$ cat config.mk
export PLATFORM = sky130hd
export DESIGN_NAME = core_ctrl
export DESIGN_NICKNAME = d
export VERILOG_FILES = /design/src/rtl/core_ctrl.sv
export SDC_FILE = /design/constraint.sdc
export NUM_CORES = 1
export LEC_CHECK = 0
export BUFFER_PORTS_ARGS = -buffer_cell sky130_fd_sc_hd__buf_2
export CORE_UTILIZATION = 52
export CTS_BUF_LIST = sky130_fd_sc_hd__clkbuf_4 sky130_fd_sc_hd__clkbuf_8 sky130_fd_sc_hd__clkbuf_16
export DETAILED_ROUTE_END_ITERATION = 12
export PLACE_DENSITY = 0.79
export RECOVER_POWER = 100
export SLEW_MARGIN = 20
export SYNTH_ARGS = -nofsm -noshare
export SYNTH_HDL_FRONTEND = slang
export SYNTH_SLANG_ARGS = --single-unit
$ cat constraint.sdc
create_clock -name clk -period 3.21 [get_ports clk]
set_clock_uncertainty 0.1 [all_clocks]
set_input_delay 0.321 -clock clk [delete_from_list [all_inputs] [get_ports clk]]
set_output_delay 0.321 -clock clk [all_outputs]
set_load 0.02 [all_outputs]
$ cat src/rtl/core_ctrl.sv
// Sequencing controller for the systolic core: loads activations/weights into xmem,
// stages them through L0, runs the array and drains psums into pmem.
module core_ctrl #(
  parameter int N_ACT = 36,
  parameter int N_W   = 8,
  parameter int N_OUT = 16
) (
  input  logic        clk,
  input  logic        reset,
  input  logic        start,
  input  logic [31:0] host_data,
  input  logic        host_valid,
  output logic        host_ready,
  input  logic        ofifo_valid,
  output logic [33:0] inst,
  output logic [31:0] D_xmem,
  output logic        busy,
  output logic        done
);

  typedef enum logic [3:0] {
    IDLE, ACT_LD, W_LD, W_L0, KLOAD, ACT_L0, EXEC, DRAIN, FIN
  } state_t;

  localparam int CW = 11;
  localparam logic [CW-1:0] L_ACT = CW'(N_ACT);
  localparam logic [CW-1:0] L_W   = CW'(N_W);
  localparam logic [CW-1:0] L_OUT = CW'(N_OUT);
  localparam logic [CW-1:0] W_BASE = 11'h400;
  localparam logic [33:0] IDLE_INST = 34'h1_800C_0000;

  state_t        r_state;
  state_t        w_nextState;
  logic [CW-1:0] r_cnt;
  logic [CW-1:0] w_nextCnt;
  logic [CW-1:0] w_cntAfter;
  logic          r_pend;
  logic          w_nextPend;
  logic [33:0]   w_nextInst;
  logic [31:0]   w_nextData;
  logic          w_nextDone;
  logic          w_accept;

  assign host_ready = ((r_state == ACT_LD) && (r_cnt < L_ACT)) ||
                      ((r_state == W_LD)   && (r_cnt < L_W));
  assign w_accept   = host_valid && host_ready;
  // r_pend marks an ofifo_rd issued last cycle whose pmem write is due now
  assign w_cntAfter = r_cnt + {{(CW-1){1'b0}}, r_pend};

  always_comb begin
    w_nextState = r_state;
    w_nextCnt   = r_cnt;
    w_nextPend  = 1'b0;
    w_nextInst  = IDLE_INST;
    w_nextData  = D_xmem;
    w_nextDone  = 1'b0;
    case (r_state)
      IDLE: begin
        if (start) begin
          w_nextState = ACT_LD;
          w_nextCnt   = '0;
        end
      end
      ACT_LD: begin
        if (w_accept) begin
          w_nextInst[19]   = 1'b0;
          w_nextInst[18]   = 1'b0;
          w_nextInst[17:7] = r_cnt;
          w_nextData       = host_data;
          if (r_cnt == L_ACT - 1'b1) begin
            w_nextState = W_LD;
            w_nextCnt   = '0;
          end else begin
            w_nextCnt = r_cnt + 1'b1;
          end
        end
      end
      W_LD: begin
        if (w_accept) begin
          w_nextInst[19]   = 1'b0;
          w_nextInst[18]   = 1'b0;
          w_nextInst[17:7] = W_BASE + r_cnt;
          w_nextData       = host_data;
          if (r_cnt == L_W - 1'b1) begin
            w_nextState = W_L0;
            w_nextCnt   = '0;
          end else begin
            w_nextCnt = r_cnt + 1'b1;
          end
        end
      end
      W_L0: begin
        if (r_cnt < L_W) begin
          w_nextInst[19]   = 1'b0;
          w_nextInst[17:7] = W_BASE + r_cnt;
        end
        w_nextInst[2] = (r_cnt != '0);
        if (r_cnt == L_W) begin
          w_nextState = KLOAD;
          w_nextCnt   = '0;
        end else begin
          w_nextCnt = r_cnt + 1'b1;
        end
      end
      KLOAD: begin
        if (r_cnt < L_W) begin
          w_nextInst[3] = 1'b1;
          w_nextInst[0] = 1'b1;
          w_nextCnt     = r_cnt + 1'b1;
        end else begin
          w_nextState = ACT_L0;
          w_nextCnt   = '0;
        end
      end
      ACT_L0: begin
        if (r_cnt < L_ACT) begin
          w_nextInst[19]   = 1'b0;
          w_nextInst[17:7] = r_cnt;
        end
        w_nextInst[2] = (r_cnt != '0);
        if (r_cnt == L_ACT) begin
          w_nextState = EXEC;
          w_nextCnt   = '0;
        end else begin
          w_nextCnt = r_cnt + 1'b1;
        end
      end
      EXEC: begin
        w_nextInst[3] = 1'b1;
        w_nextInst[1] = 1'b1;
        if (r_cnt == L_ACT - 1'b1) begin
          w_nextState = DRAIN;
          w_nextCnt   = '0;
        end else begin
          w_nextCnt = r_cnt + 1'b1;
        end
      end
      DRAIN: begin
        if (r_pend) begin
          w_nextInst[33]    = 1'b0;
          w_nextInst[32]    = 1'b0;
          w_nextInst[31]    = 1'b0;
          w_nextInst[30:20] = r_cnt;
        end
        if (ofifo_valid && (w_cntAfter < L_OUT)) begin
          w_nextInst[6] = 1'b1;
          w_nextPend    = 1'b1;
        end
        w_nextCnt = w_cntAfter;
        if (r_cnt == L_OUT) begin
          w_nextState = FIN;
          w_nextCnt   = '0;
        end
      end
      FIN: begin
        w_nextDone  = 1'b1;
        w_nextState = IDLE;
        w_nextCnt   = '0;
      end
      default: begin
        w_nextState = IDLE;
        w_nextCnt   = '0;
      end
    endcase
  end

  always_ff @(posedge clk or posedge reset) begin
    if (reset) begin
      r_state <= IDLE;
      r_cnt   <= '0;
      r_pend  <= 1'b0;
      inst    <= IDLE_INST;
      D_xmem  <= '0;
      busy    <= 1'b0;
      done    <= 1'b0;
    end else begin
      r_state <= w_nextState;
      r_cnt   <= w_nextCnt;
      r_pend  <= w_nextPend;
      inst    <= w_nextInst;
      D_xmem  <= w_nextData;
      busy    <= (w_nextState != IDLE);
      done    <= w_nextDone;
    end
  end

endmodule

==> impl_metrics.env, run 1 <==
export IMPL_gp_congestion=0.9071
export IMPL_timing_rr_end="r_cnt[4]$_DFFE_PP0P_"
export IMPL_clk_latency_ps=350
export IMPL_power_share_combinational_pct=2.7
export IMPL_core_area_um2=7214
export IMPL_grt_start_max_net_pins=80
export IMPL_synth_ff_type="dfrtp_1"
export IMPL_via_per_inst=5.633
export IMPL_violations="max-capacitance violations, max-slew violations"
export IMPL_cts_sinks=79
export IMPL_h_tree_depth=3
export IMPL_yosysSeqAreaShare_pct=51.23
export IMPL_slew_viol_final=80
export IMPL_fmax_mhz=352.2
export IMPL_fin_crit_sh_pct=88.45
export IMPL_grt_overflow_total=0
export IMPL_irDropWorstVdd_mv=0.2102
export IMPL_ant_nets=0
export IMPL_met2_usage_pct=35.52
export IMPL_synth_avg_cell_area_um2=11.21
export IMPL_grt_use_met1_pct=29.23
export IMPL_cts_buffers=9
export IMPL_synth_seq_cells=79
export IMPL_avgRoutedWirePerCell_um=15.96
export IMPL_drt_iter0_drc=249
export IMPL_use_met3_pct=5.131
export IMPL_drt_wl_total_um=8731
export IMPL_yosysMostFrequentCell="dfrtp_1"
export IMPL_final_area_um2=4552
export IMPL_clockRootBuffer="clkbuf_8"
export IMPL_status="complete, but fails checks"
export IMPL_io_buffers=102
export IMPL_diodes=0
export IMPL_cp_end_kind="flop"
export IMPL_seq_area_um2=1981
export IMPL_final_cells=547
export IMPL_max_cap_violations=1
export IMPL_cts_resized=0
export IMPL_nets=484
export IMPL_switching_share_pct=21.85
export IMPL_r2r_start="r_cnt[0]$_DFFE_PP0P_"
export IMPL_hold_buffers=0
export IMPL_p_clk_share_pct=44.2
export IMPL_clk_pin_slew_ps=90
export IMPL_first_pass_iters=5
export IMPL_cts_tree="done"
export IMPL_period_needed_ps=2839
export IMPL_worstHoldPathCells=2
export IMPL_leakage_nw=2.165
export IMPL_start_util_pct=53.59
export IMPL_ff2ff_path_depth=8
export IMPL_grt_pass1_vias=2714
export IMPL_post_cts_repair_setup_buffers=0
export IMPL_vias=3081
export IMPL_placed_cell_area_um2=4443
export IMPL_grt_pass1_wl_um=13200
export IMPL_synth_common_cells="76 x dfrtp_1, 37 x mux2_2, 21 x nand2_1"
export IMPL_antenna_found_initial=0
export IMPL_async_reset_ff_share_pct=100.0
export IMPL_cp_max_fo=7
export IMPL_fillers=619
export IMPL_cp_start_kind="flop"
export IMPL_worstPathArrival_ps=2990
export IMPL_drc=0
export IMPL_syn_cell_area_um2=3866
export IMPL_setup_tns_ps=0
export IMPL_top_usage_layer="met2"
export IMPL_syn_to_final_growth_pct=17.73
export IMPL_synth_area_leaders="dfrtp_1 49%, mux2_2 11%, and3_1 2.6%, dfstp_2 2.0%, nand2_1 2.0%"
export IMPL_setup_violations_final=0
export IMPL_synth_top_area_share_pct=49.19
export IMPL_io_pins=106
export IMPL_rrSetupSlack_ps=370
export IMPL_clockBufferDepth=2
export IMPL_worstMarginPinSlew_ps=1868
export IMPL_final_util_pct=63.09
export IMPL_rsz0062_at_grt="false"
export IMPL_fp_dieH_um=88.23
export IMPL_hold_violations=0
export IMPL_holdPathEnd="D_xmem[5]$_DFFE_PP0P_"
export IMPL_crit_type="flop to flop"
export IMPL_drive_above_1_share_pct=24.78
export IMPL_yosysTopAreaCell="dfrtp_1"
export IMPL_p_seq_share_pct=53.2
export IMPL_synthCells=345
export IMPL_synth_edff_count=0
export IMPL_die_w_um=88.23
export IMPL_holdCritPathClass="input port to flop"
export IMPL_power_density_nw_per_um2=412.3
export IMPL_slew_headroom_pct=-24.57
export IMPL_hpwlAfterDp_um=6231
export IMPL_p_sw_w=0.0004100
export IMPL_synth_cell_types=67
export IMPL_p_int_w=0.001467
export IMPL_worstHoldStart="host_data[5]"
export IMPL_yosysWarningCount=0
export IMPL_rows=31
export IMPL_dp_cells=531
export IMPL_crit_required_ps=3360
export IMPL_multi_input_comb_area_um2=1692
export IMPL_dieArea_um2=7784
export IMPL_grt_usage_pct=22.53
## final cells by class
cell class                 count  share of cell area [%]
timing repair buffer         111                   10.78
inverter                      11                  0.9071
clock inverter                 6                   2.034
sequential                    79                   43.51
multi-input combinational    231                   37.16
tap                           99                   2.721
clock buffer                  10                   2.886
## state kept, by name (all words and copies together) (netlist names)
name,flops
busy,1
r_cnt,11
inst,30
done,1
r_state,4
D_xmem,32
## per-layer routing
layer	share of wire (%)	up-vias
met4	2.4	0
met5	0	-
li1	-	1427
met3	8.8	25
met1	43	1452
met2	46	177
## cell usage in the layout, fill, tap and decap left out, drive strengths merged, types with 2 or more instances in the layout
master    instances
nor2             18
nand3             7
and4b             2
or3               3
mux2             37
nor4              2
o211ai            4
o21ai             8
a211oi            2
nand2            21
nor4bb            2
o22ai             7
nor2b             2
conb              7
xnor2             2
and3             18
nor4b             3
and2             13
a21o              3
o41ai             2
clkinvlp          2
bufinv            2
nor3b             2
dfrtp            76
nor3             10
a21oi            11
nand3b            2
buf              40
inv              13
clkbuf           81
dfstp             3
ha                4
a31oi             3
a211o             3
or2               3
o211a             2
o31ai             3
nand4             5
a2bb2oi           2
## critical path: stages, from the launching register on
cell	delay [ps]
dfrtp_1	470
ha_1	300
or4bb_1	470
nor4_4	200
nor3_1	120
o41ai_4	520
clkbuf_1	250
o21ai_0	120
a21o_1	190
## worst max path at each step
stage / from / end / cells past startpoint / slack (ps)
after floorplan: reset / D_xmem[0]$_DFFE_PP0P_ / 1 / 770
after global placement: r_cnt[0]$_DFFE_PP0P_ / r_cnt[4]$_DFFE_PP0P_ / 8 / 550
after detailed placement: r_cnt[1]$_DFFE_PP0P_ / r_cnt[4]$_DFFE_PP0P_ / 8 / 500
after CTS: r_cnt[1]$_DFFE_PP0P_ / r_cnt[4]$_DFFE_PP0P_ / 8 / 470
after global routing: r_cnt[0]$_DFFE_PP0P_ / r_cnt[4]$_DFFE_PP0P_ / 8 / 140
final: r_cnt[0]$_DFFE_PP0P_ / r_cnt[4]$_DFFE_PP0P_ / 8 / 370
## cell families (layout without fill, tap and decap cells)
group | count (synthesis) | in the layout | share of synthesized area (%)
adder cells (fa/ha/maj) | 4 | 4 | 1.295
flip-flops | 79 | 79 | 51.23
AND/OR/NAND/NOR | 119 | 119 | 18.22
XOR/XNOR | 3 | 3 | 0.6797
multiplexers | 38 | 38 | 11.04
AO/OA/AOI/OAI | 60 | 60 | 12.04
buffers and inverters | 41 | 138 | 5.404
other | 1 | 7 | 0.09699
## power groups by stage
stage	sequential (W)	combinational (W)	clock [W]
floorplan	0.00102	0.0000222	0
global placement	0.00102	0.0000518	0
detailed placement	0.00102	0.0000526	0
CTS	0.000998	0.0000527	0.000843
global route	0.000998	0.0000577	0.000883
finish	0.000998	0.0000499	0.000829
## stage by stage
step / hold slack (ps) / power (W) / worst slack [ps]
after floorplan: 346.6 / 0.001043 / 770.6
after global placement: 383.9 / 0.001069 / 548.9
after detailed placement: 392.2 / 0.001070 / 500.3
after CTS: 83.98 / 0.001894 / 471.1
after global routing: 92.30 / 0.001939 / 143.0
final: 96.31 / 0.001877 / 370.9
Power figures use the tool's default switching activity.
==> run 2, diff against run 1 <==
Settings changed: CORE_UTILIZATION 52 to 40, PLACE_DENSITY 0.79 to 0.68.
==> run 2 against run 1 <==
Against the previous run:
- the flow now finishes without violations
- worst hold slack lost 2.1 ps
- count of clock-buffer cells in the layout is the same
- sequential power is essentially flat
- die area grew 29%
- clock power shrank 2%
- cell area grew 0.96%
- sequential cell count is the same
- first-iteration DRC count grew 22%
- largest cell class unchanged
- non-clock buffer count is the same
- setup slack lost 66 ps
==> impl_metrics.env, run 2 (synthesized netlist as in run 1, its figures left out) <==
export IMPL_hold_slack_ps=94.22
export IMPL_period_needed_ps=2906
export IMPL_rsz0062_at_grt="false"
export IMPL_largest_reg_flops=32
export IMPL_fmax_mhz=344.2
export IMPL_io_pins=106
export IMPL_status="completed"
export IMPL_io_buffers=102
export IMPL_hold_buffers=1
export IMPL_final_cells=576
export IMPL_cts_resized=0
export IMPL_avgRoutedWirePerCell_um=16.00
export IMPL_r2r_start="r_cnt[3]$_DFFE_PP0P_"
export IMPL_multi_input_comb_area_um2=1703
export IMPL_via_per_inst=5.259
export IMPL_p_sw_w=0.0003943
export IMPL_grt_start_max_net_pins=30
export IMPL_drc=0
export IMPL_drt_wl_total_um=9218
export IMPL_clk_pin_slew_ps=80
export IMPL_start_util_pct=41.64
export IMPL_rows=35
export IMPL_grt_overflow_total=0
export IMPL_gp_congestion=0.9855
export IMPL_grt_pass1_wl_um=15280
export IMPL_dp_cells=560
export IMPL_cts_buffers=9
export IMPL_cp_start_kind="flop"
export IMPL_holdCritPathClass="input port to flop"
export IMPL_final_common_cell="dfrtp_1"
export IMPL_hold_violations=0
export IMPL_reg_largest_list="D_xmem x32, inst x30, r_cnt x11"
export IMPL_drive_above_1_share_pct=25.06
export IMPL_max_cap_violations=0
export IMPL_p_int_w=0.001472
export IMPL_syn_to_final_growth_pct=18.87
export IMPL_holdPathEnd="D_xmem[6]$_DFFE_PP0P_"
export IMPL_drt_iter0_drc=303
export IMPL_crit_type="flop to flop"
export IMPL_cp_max_fo=25
export IMPL_worstHoldStart="host_data[6]"
export IMPL_hpwlAfterDp_um=6684
export IMPL_power_density_nw_per_um2=406.1
export IMPL_max_flop_register="D_xmem"
export IMPL_cts_sinks=79
export IMPL_antenna_found_initial=0
export IMPL_fillers=890
export IMPL_core_area_um2=9284
export IMPL_first_pass_iters=5
export IMPL_crit_required_ps=3340
export IMPL_rrSetupSlack_ps=300
export IMPL_die_w_um=100.3
export IMPL_grt_usage_pct=19.69
export IMPL_grt_pass1_vias=2973
export IMPL_slew_headroom_pct=15.41
export IMPL_p_clk_share_pct=43.7
export IMPL_diodes=0
export IMPL_nets=484
export IMPL_slew_viol_final=0
export IMPL_layout_common_cells="76 x dfrtp_1, 68 x clkbuf_1, 37 x mux2_2"
export IMPL_irDropWorstVdd_mv=0.2025
export IMPL_total_power_w=0.001866
export IMPL_fin_crit_sh_pct=90.52
export IMPL_clockRootBuffer="clkbuf_8"
export IMPL_switching_share_pct=21.13
export IMPL_timing_rr_end="D_xmem[20]$_DFFE_PP0P_"
export IMPL_h_tree_depth=3
export IMPL_cp_end_kind="flop"
export IMPL_worstPathArrival_ps=3040
export IMPL_power_share_combinational_pct=2.8
export IMPL_clockBufferDepth=2
export IMPL_worstHoldPathCells=2
export IMPL_cts_tree="done"
export IMPL_ant_nets=0
export IMPL_vias=3029
export IMPL_p_seq_share_pct=53.5
export IMPL_setup_tns_ps=0
export IMPL_ff2ff_path_depth=5
export IMPL_fp_dieH_um=100.3
export IMPL_setup_violations_final=0
export IMPL_dieArea_um2=10060
export IMPL_worstMarginPinSlew_ps=1269
export IMPL_leakage_nw=2.168
export IMPL_clk_latency_ps=350
export IMPL_seq_area_um2=1981
export IMPL_post_cts_repair_setup_buffers=0
==> run 2: changes by cell type in the layout (fill, tap and decap cells not counted), moves of 2 or more <==
cell / delta
inv_6: -2
clkinv_4: +2
clkinvlp_4: -2
clkbuf_1: -2
==> run 2: how the worst max path moves through the flow <==
stage                         start                      to  slack, ps  cells after the start
2_1_floorplan                 reset   D_xmem[0]$_DFFE_PP0P_        770                      1
3_3_place_gp   r_cnt[0]$_DFFE_PP0P_    r_cnt[4]$_DFFE_PP0P_        510                      8
3_5_place_dp   r_cnt[0]$_DFFE_PP0P_    r_cnt[4]$_DFFE_PP0P_        410                      8
4_1_cts        r_cnt[3]$_DFFE_PP0P_              host_ready        370                      4
5_1_grt        r_cnt[3]$_DFFE_PP0P_  D_xmem[17]$_DFFE_PP0P_        100                      5
6_report       r_cnt[3]$_DFFE_PP0P_  D_xmem[20]$_DFFE_PP0P_        300                      5
==> run 2: layout make-up <==
cell class,count,area share [%]
clock buffer,10,2.995
clock inverter,5,1.797
sequential,79,43.10
timing repair buffer,111,10.62
multi-input combinational,231,37.05
tap,129,3.512
inverter,11,0.9257
==> run 2: power groups by stage <==
stage	sequential, W	clock, W	combinational, W
after floorplan	0.00102	0	0.0000222
after global placement	0.00102	0	0.0000550
after detailed placement	0.00102	0	0.0000553
after CTS	0.000998	0.000834	0.0000563
after global routing	0.000998	0.000882	0.0000607
final	0.000998	0.000815	0.0000531
==> run 2: layer usage <==
layer | GRT usage, % | routed length [um] | up-vias
met3 | 4.457 | 790 | 16
met5 | 0 | 0 | -
met2 | 31.51 | 4290 | 151
met1 | 26.28 | 3987 | 1427
li1 | - | - | 1435
met4 | 7.023 | 149 | 0
==> run 2: critical path, cell delays in order (launching register included) <==
cell and delay, ps:
dfrtp_1 580, o31ai_1 560, nand3_1 270, a21oi_4 440
clkbuf_4 440, mux2_2 380
==> run 2: per-stage QoR <==
step / worst slack (ps) / area, um2 / utilization [%]
after floorplan: 770.6 / 3889 / -
after global placement: 512.0 / 4474 / 48.19
after detailed placement: 409.3 / 4474 / 48.19
after CTS: 368.2 / 4705 / 50.67
after global routing: 103.9 / 4596 / 49.50
final: 304.4 / 4596 / 49.50
==> run 3, diff against run 2 <==
Settings changed: PLACE_DENSITY 0.68 to 0.7.
Clock period 3.21 ns to 2.61 ns, I/O delays scaled along.
==> run 3 against run 2 <==
Against the previous run:
- maximum frequency grew 15%
- via count increased by 5.5%
- core utilization up 2.0 points
- critical path type unchanged
- critical endpoint is now r_cnt[8]$_DFFE_PP0P_
- highest routed layer unchanged
==> impl_metrics.env, run 3 (synthesized netlist as in run 1, its figures left out) <==
export IMPL_worstPathArrival_ps=2670
export IMPL_cts_tree="done"
export IMPL_crit_type="flop to flop"
export IMPL_vias=3196
export IMPL_rows=35
export IMPL_diodes=0
export IMPL_r2r_start="r_cnt[3]$_DFFE_PP0P_"
export IMPL_holdPathEnd="D_xmem[1]$_DFFE_PP0P_"
export IMPL_route_met3_wl_um=640
export IMPL_nets=508
export IMPL_post_cts_repair_setup_buffers=0
export IMPL_via_per_inst=5.318
export IMPL_final_util_pct=51.50
export IMPL_power_density_nw_per_um2=464.4
export IMPL_pre_cts_slack_ps=45.03
export IMPL_path_cells="buf_4 -> or4b_1 -> o41ai_4 -> buf_4 -> a21o_2 -> and3_1 -> mux2_2 -> o22ai_1"
export IMPL_slew_headroom_pct=31.11
export IMPL_fp_dieH_um=100.3
export IMPL_gp_congestion=0.9027
export IMPL_cp_end_kind="flop"
export IMPL_hpwlAfterDp_um=7154
export IMPL_cpMostUsedCell="buf_4"
export IMPL_fin_crit_sh_pct=96.85
export IMPL_dieArea_um2=10060
export IMPL_startpoint="r_cnt[3]$_DFFE_PP0P_"
export IMPL_layout_common_cells="74 x dfrtp_1, 69 x clkbuf_1, 37 x mux2_2, 37 x buf_2, 23 x buf_4"
export IMPL_slew_viol_final=0
export IMPL_largest_reg_flops=32
export IMPL_avgRoutedWirePerCell_um=16.01
export IMPL_core_area_um2=9284
export IMPL_fillers=869
export IMPL_grt_start_max_net_pins=37
export IMPL_io_pins=106
export IMPL_worstHoldPathCells=2
export IMPL_wl_met1_um=4277
export IMPL_leakage_nw=2.272
export IMPL_grt_usage_pct=19.76
export IMPL_reg_largest_list="D_xmem x32, inst x30, r_cnt x11"
export IMPL_max_cap_violations=0
export IMPL_cts_sinks=79
export IMPL_start_util_pct=41.64
export IMPL_setup_tns_ps=0
export IMPL_setup_ws_ps=82.32
export IMPL_top_layer="met4"
export IMPL_antenna_found_initial=0
export IMPL_crit_required_ps=2750
export IMPL_syn_to_final_growth_pct=23.66
export IMPL_critPathSlowestCell="or4b_1"
export IMPL_wl_met2_um=4558
export IMPL_cpPeakStageDelay_ps=610
export IMPL_irDropWorstVdd_mv=0.2341
export IMPL_cp_start_kind="flop"
export IMPL_drc=0
export IMPL_status="completed"
export IMPL_drive_above_1_share_pct=30.30
export IMPL_clockRootBuffer="clkbuf_8"
export IMPL_clk_pin_slew_ps=90
export IMPL_period_needed_ps=2528
export IMPL_h_tree_depth=3
export IMPL_drt_wl_total_um=9620
export IMPL_ff2ff_path_depth=8
export IMPL_timing_rr_end="r_cnt[8]$_DFFE_PP0P_"
export IMPL_io_buffers=102
export IMPL_grt_pass1_vias=3006
export IMPL_drt_iter0_drc=282
export IMPL_grt_overflow_total=0
export IMPL_clockBufferDepth=2
export IMPL_clk_latency_ps=360
export IMPL_ant_nets=0
export IMPL_setup_violations_final=0
export IMPL_holdCritPathClass="input port to flop"
export IMPL_worstHoldStart="host_data[1]"
export IMPL_die_w_um=100.3
export IMPL_grt_pass1_wl_um=15240
export IMPL_hold_violations=0
export IMPL_final_common_cell="dfrtp_1"
export IMPL_worstMarginPinSlew_ps=1032
export IMPL_max_flop_register="D_xmem"
export IMPL_rrSetupSlack_ps=80
export IMPL_cp_max_fo=10
export IMPL_first_pass_iters=5
export IMPL_fmax_mhz=395.6
export IMPL_cts_buffers=9
## run 3: cell type report
type,count,area [um2],share of cell area [%]
flip-flops and latches,79,1983,41.48
multi-input cells,231,1735,36.30
repair buffers,135,658.1,13.77
well taps,129,161.4,3.376
clock buffers,10,131.4,2.748
clock inverters,6,70.07,1.466
inverters,11,41.29,0.8636
## run 3: worst max path at each step
stage                             to  cells after the start
5_1_grt         r_cnt[8]$_DFFE_PP0P_                      8
6_report        r_cnt[8]$_DFFE_PP0P_                      8
3_5_place_dp    r_cnt[2]$_DFFE_PP0P_                      8
3_3_place_gp    r_cnt[2]$_DFFE_PP0P_                      8
2_1_floorplan  D_xmem[0]$_DFFE_PP0P_                      1
4_1_cts         r_cnt[2]$_DFFE_PP0P_                      8
## run 3: per-layer routing
| metal | global-route usage (%) | up-vias |
|---|---|---|
| met4 | 6.912 | 0 |
| met2 | 31.56 | 133 |
| met1 | 26.53 | 1568 |
| met3 | 4.387 | 13 |
| li1 | - | 1482 |
| met5 | 0 | - |
## run 3: worst max-delay path: cells and delay by family (launching register included)
| family | cells | cell delay, ps |
|---|---|---|
| mux | 1 | 140 |
| buf+inv | 2 | 410 |
| flops | 1 | 470 |
| simple gates | 2 | 770 |
| compound gates | 3 | 520 |
## run 3: stage by stage
step,total power [W],std cells,hold WS (ps),instance area (um2)
floorplan,0.001283,351,286.6,3889
global placement,0.001321,584,257.0,4666
detailed placement,0.001323,584,269.5,4666
CTS,0.002259,601,19.47,4877
global route,0.002298,601,24.71,4781
finish,0.002220,601,35.94,4781
## run 3: repair_timing
item                                    in CTS  in global routing
hold buffers                                 1                  0
resized for setup                            0                  9
endpoints found under the setup margin       0                  5
hold endpoints to repair                    26                  0
## run 3: power breakdown
group / switching, W / internal (W) / leakage [nW] / total, W
logic: 0.0000428 / 0.0000231 / 1.16 / 0.0000660
clock network: 0.000470 / 0.000457 / 0.0925 / 0.000927
registers: 0.000000804 / 0.00123 / 1.02 / 0.00123
